**config.mk**
```make
export PLATFORM = sky130hd
export DESIGN_NAME = cache_line_writer
export DESIGN_NICKNAME = d
export VERILOG_FILES = /design/src/rtl/cache_line_writer.sv
export SDC_FILE = /design/constraint.sdc
export NUM_CORES = 1
export LEC_CHECK = 0
export ABC_AREA = 1
export CAP_MARGIN = 20
export CORE_MARGIN = 4
export CORE_UTILIZATION = 40
export DETAILED_ROUTE_END_ITERATION = 8
export PLACE_DENSITY = 0.66
export SLEW_MARGIN = 20
export SYNTH_ARGS = -nofsm -noshare
export SYNTH_HDL_FRONTEND = slang
export SYNTH_SLANG_ARGS = --single-unit
```
**constraint.sdc**
```tcl
create_clock -name clk -period 24.6 [get_ports clk]
set_input_delay 7.38 -clock clk [delete_from_list [all_inputs] [get_ports clk]]
set_output_delay 7.38 -clock clk [all_outputs]
set_load 0.03 [all_outputs]
```
**src/rtl/cache_line_writer.sv**
```systemverilog
// cache_line_writer: assembles a 128-bit cache line for one of two ways, either by
// merging a single 16-bit store (byte-masked) into the current line or by collecting
// an 8-beat memory fill, then presents it with a one-cycle per-way write strobe.
//
// Optional feature macro: FILL_CRITICAL_WORD_EN
//   defined   - fill beats start at word fill_offset[3:1] and wrap 7->0
//   undefined - fill beats start at word 0, fill_offset ignored
module cache_line_writer (
  input  logic         clk,
  input  logic         reset,
  input  logic         wr_valid,
  output logic         wr_ready,
  input  logic         wr_way,
  input  logic [3:0]   wr_offset,
  input  logic [15:0]  wr_data,
  input  logic [1:0]   wr_mask,
  input  logic [127:0] line0_in,
  input  logic [127:0] line1_in,
  input  logic         fill_start,
  input  logic         fill_way,
  input  logic [3:0]   fill_offset,
  input  logic         fill_beat_valid,
  input  logic [15:0]  fill_beat_data,
  output logic [127:0] line_out,
  output logic         way0_we,
  output logic         way1_we,
  output logic         busy,
  output logic         fill_done
);

  typedef enum logic [1:0] {
    StIdle,
    StMerge,
    StFill,
    StCommit
  } state_e;

  state_e state_q, state_d;

  logic         way_q, way_d;
  logic [2:0]   word_q, word_d;
  logic [15:0]  data_q, data_d;
  logic [1:0]   mask_q, mask_d;
  logic [2:0]   ptr_q, ptr_d;
  logic [2:0]   cnt_q, cnt_d;
  logic [127:0] fill_buf_q, fill_buf_d;
  logic [127:0] line_q, line_d;
  logic         from_fill_q, from_fill_d;

  logic [2:0]   fill_start_ptr;
  logic [127:0] merged;
  logic [15:0]  cur_word;
  logic [15:0]  new_word;
  logic [127:0] filled;

`ifdef FILL_CRITICAL_WORD_EN
  // Critical word first: the requested word arrives as the first beat.
  assign fill_start_ptr = fill_offset[3:1];
  logic unused_bits;
  assign unused_bits = fill_offset[0] ^ wr_offset[0];
`else
  assign fill_start_ptr = 3'd0;
  logic unused_bits;
  assign unused_bits = ^{fill_offset, wr_offset[0]};
`endif

  // State register.
  always_ff @(posedge clk or posedge reset) begin
    if (reset) begin
      state_q <= StIdle;
    end else begin
      state_q <= state_d;
    end
  end

  // Captured request, fill buffer and output line registers.
  always_ff @(posedge clk or posedge reset) begin
    if (reset) begin
      way_q       <= 1'b0;
      word_q      <= 3'd0;
      data_q      <= 16'd0;
      mask_q      <= 2'b00;
      ptr_q       <= 3'd0;
      cnt_q       <= 3'd0;
      fill_buf_q  <= 128'd0;
      line_q      <= 128'd0;
      from_fill_q <= 1'b0;
    end else begin
      way_q       <= way_d;
      word_q      <= word_d;
      data_q      <= data_d;
      mask_q      <= mask_d;
      ptr_q       <= ptr_d;
      cnt_q       <= cnt_d;
      fill_buf_q  <= fill_buf_d;
      line_q      <= line_d;
      from_fill_q <= from_fill_d;
    end
  end

  // Next-state and datapath update; line_q only changes on entry to commit.
  always_comb begin
    state_d     = state_q;
    way_d       = way_q;
    word_d      = word_q;
    data_d      = data_q;
    mask_d      = mask_q;
    ptr_d       = ptr_q;
    cnt_d       = cnt_q;
    fill_buf_d  = fill_buf_q;
    line_d      = line_q;
    from_fill_d = from_fill_q;

    merged   = way_q ? line1_in : line0_in;
    cur_word = merged[{word_q, 4'b0000} +: 16];
    new_word = cur_word;
    if (mask_q[0]) new_word[7:0]  = data_q[7:0];
    if (mask_q[1]) new_word[15:8] = data_q[15:8];
    merged[{word_q, 4'b0000} +: 16] = new_word;

    filled = fill_buf_q;
    filled[{ptr_q, 4'b0000} +: 16] = fill_beat_data;

    unique case (state_q)
      StIdle: begin
        if (fill_start) begin
          way_d       = fill_way;
          ptr_d       = fill_start_ptr;
          cnt_d       = 3'd0;
          from_fill_d = 1'b1;
          state_d     = StFill;
        end else if (wr_valid) begin
          way_d       = wr_way;
          word_d      = wr_offset[3:1];
          data_d      = wr_data;
          mask_d      = wr_mask;
          from_fill_d = 1'b0;
          state_d     = StMerge;
        end
      end
      StMerge: begin
        line_d  = merged;
        state_d = StCommit;
      end
      StFill: begin
        if (fill_beat_valid) begin
          fill_buf_d = filled;
          ptr_d      = ptr_q + 3'd1;
          cnt_d      = cnt_q + 3'd1;
          if (cnt_q == 3'd7) begin
            line_d  = filled;
            state_d = StCommit;
          end
        end
      end
      StCommit: begin
        state_d = StIdle;
      end
      default: begin
        state_d = StIdle;
      end
    endcase
  end

  // Handshake and commit-cycle outputs.
  always_comb begin
    wr_ready  = (state_q == StIdle) && !fill_start;
    busy      = (state_q != StIdle);
    way0_we   = (state_q == StCommit) && !way_q;
    way1_we   = (state_q == StCommit) && way_q;
    fill_done = (state_q == StCommit) && from_fill_q;
    line_out  = line_q;
  end

endmodule

```
==> flow_summary.toml <==
[grt]
antenna_found_initial = 5
gr-total-overflow = 0
globalRouteTotalUtil_pct = 35.0
grt_max_degree = 117
grt_pass1_wl_um = 134000
grt_pass1_vias = 20700

[pwr]
power_density_nw_per_um2 = 157
peakVddDrop_mv = 0.105
p_leak_nw = 11.9

[layout]
areaGrowthSynthToFinish_pct = 29.7
drive_gt1_share_pct = 4.78
final_area_um2 = 24600
nNetsFinal = 3538
fin_util_pct = 52.7
nFillCells = 4705

[cts]
holdBufCountCts = 0
clockRootBuffer = "clkbuf_16"
cts_sinks = 287
clock_path_buffers = 3
cts_tree = "built"
cts_resized = 0
postCtsSetupBuffers = 0
clk_pin_slew_worst_paths_ps = 60
cts_buffers = 36
clk_latency_ps = 560
h-tree-depth = 2

[sta]
skew_ps = 21.2
min_period_ps = 16400
fmax_mhz = 61.0
tightest_slew_ps = 1130
period_share_pct = 66.7
report.final.hold_viol_count = 0
grt_setup_unrepaired = "no"
layout_setup_ws_ps = 8200
holdWs_ps = 478
drv_slew = 0
setup_viol = 0
tns_ps = 0
slew_headroom_pct = 24.7

[worst_setup_path]
path_max_fanout = 5
worst_ep_required_time_ps = 17220
worst-path-buf-inv = 2
r2r_cells = 10
r2r_slack_ps = 20460
path_cells = "clkdlybuf4s50_1 -> nor2_1 -> clkdlybuf4s50_1"
cp_slowest_cell = "clkdlybuf4s50_1"
cp_num_cells = 3
end_kind = "primary output"
slowest_delay_ps = 770
crit_family = "buffers and inverters"
arrival_ps = 9020
cp_common_cell = "clkdlybuf4s50_1"
crit_type = "input port to primary output"
cp-start-kind = "input port"

[synth]
yosys.area.top_type = "dfrtp_1"
synth_area_leaders = "dfrtp_1 (38%), nand2_1 (24%), o21ai_0 (6.1%)"
avgSynthCellArea_um2 = 6.49
ys_types = 36
ys_dominant_reg_cell = "dfrtp_1"
ys_seq_elements = 287
synth.most_common_cell = "nand2_1"
synthCells = 2919
synth_edf_count = 0
postSynth.asyncResetShare_pct = 100
syn_nets = 3240
yosys_warnings = 0
yosysSeqAreaShare_pct = 37.9
synth.cell_area_um2 = 19000
synth_common_cells = "nand2_1 (1,220), dfrtp_1 (287), o21ai_0 (232), a21oi_1 (224), inv_1 (219)"
synth_top_area_share_pct = 37.9

[floorplanning]
chipHeight_um = 226
die_area_um2 = 50900
initial_utilization_pct = 40.6
num_io_pins = 438
core_um2 = 46700
num_rows = 79
die_w_um = 226

[route]
vias_per_cell = 5.70
wl_per_cell_um = 24.0
finalWirelength_um = 92500
drt_iter0_drc = 3105
vias = 22000
first_pass_iters = 7
drc = 0
ant_nets = 0

[job]
maxCapViolCount = 0

[min_path]
min_path_cells = 2
hold_class = "flip-flop to flip-flop"

[placed_design]
pre_cts_slack_ps = 8220
dpl.hpwl_um = 68300
port_buffers = 432
place_congestion = 0.992
dpl_cell_area_um2 = 23400

[outcome]
outcome = "finished, final reports clean"
[cells in the final DEF (no fill, tap or decap), types with 37 or more instances in the layout]
master / netlist / routed
a21oi_1: 224 / 224
clkbuf_16: 0 / 37
clkdlybuf4s50_1: 0 / 432
dfrtp_1: 287 / 286
inv_1: 219 / 217
nand2_1: 1220 / 1219
nand3_1: 173 / 170
nand4_1: 64 / 64
nor2_1: 58 / 58
nor3_1: 68 / 67
o21ai_0: 232 / 232
o21ai_1: 38 / 38
[power by group]
| part | total, mW | internal (mW) | leakage, nW | switching (mW) |
|---|---|---|---|---|
| logic | 2.53 | 0.712 | 7.64 | 1.82 |
| registers | 0.781 | 0.658 | 3.73 | 0.123 |
| clock network | 0.543 | 0.320 | 0.570 | 0.223 |
[worst min-delay path: stages, from the launching register on]
cell and delay [ps]:
dfrtp_1 340, nand2_1 50, nand2_1 50
[per-stage QoR]
stage,power [mW],cells
floorplan,2.31,2919
global placement,3.21,3785
detailed placement,3.24,3786
global route,4.07,3850
finish,3.85,3852
CTS,3.80,3847
[layout make-up]
type / instances / area, um^2 / area share, %
flip-flops and latches: 287 / 7190 / 29.2
multi-input cells: 2195 / 10000 / 40.7
clock inverters: 10 / 115 / 0.468
repair buffers: 459 / 4540 / 18.5
inverters: 238 / 912 / 3.71
diodes: 5 / 12.5 / 0.0509
clock buffers: 51 / 1060 / 4.31
well taps: 607 / 759 / 3.09
[worst paths after layout]
kind	start	end
min	line_out[24]	line_out[24]
max reg2reg	state_q[0]	line_out[32]
max	fill_start	wr_ready
min in group asynchronous	reset	line_out[80]
min reg2reg	line_out[24]	line_out[24]
max in group asynchronous	reset	line_out[5]
[flip-flops by register name (all words and copies together) (netlist names)]
signal	cells
from_fill_q	1
way_q	1
word_q	3
line_out	128
fill_buf_q	128
state_q	2
mask_q	2
data_q	16
ptr_q	3
cnt_q	3
[cell families after synthesis]
family / synth area share (%)
flip-flops: 37.9
AO/OA/AOI/OAI: 15.3
AND/OR/NAND/NOR: 35.2
adder cells (fa/ha/maj): 1.06
buffers and inverters: 9.67
multiplexers: 0.950
[per-layer routing]
metal | track usage, % | vias up | share of wire, %
met5 | 0 | - | 0
met4 | 17.7 | 0 | 6.1
met3 | 6.95 | 249 | 9.8
met2 | 54.8 | 1399 | 45
met1 | 46.4 | 10300 | 39
li1 | - | 9994 | -
Power figures use the tool's default switching activity.
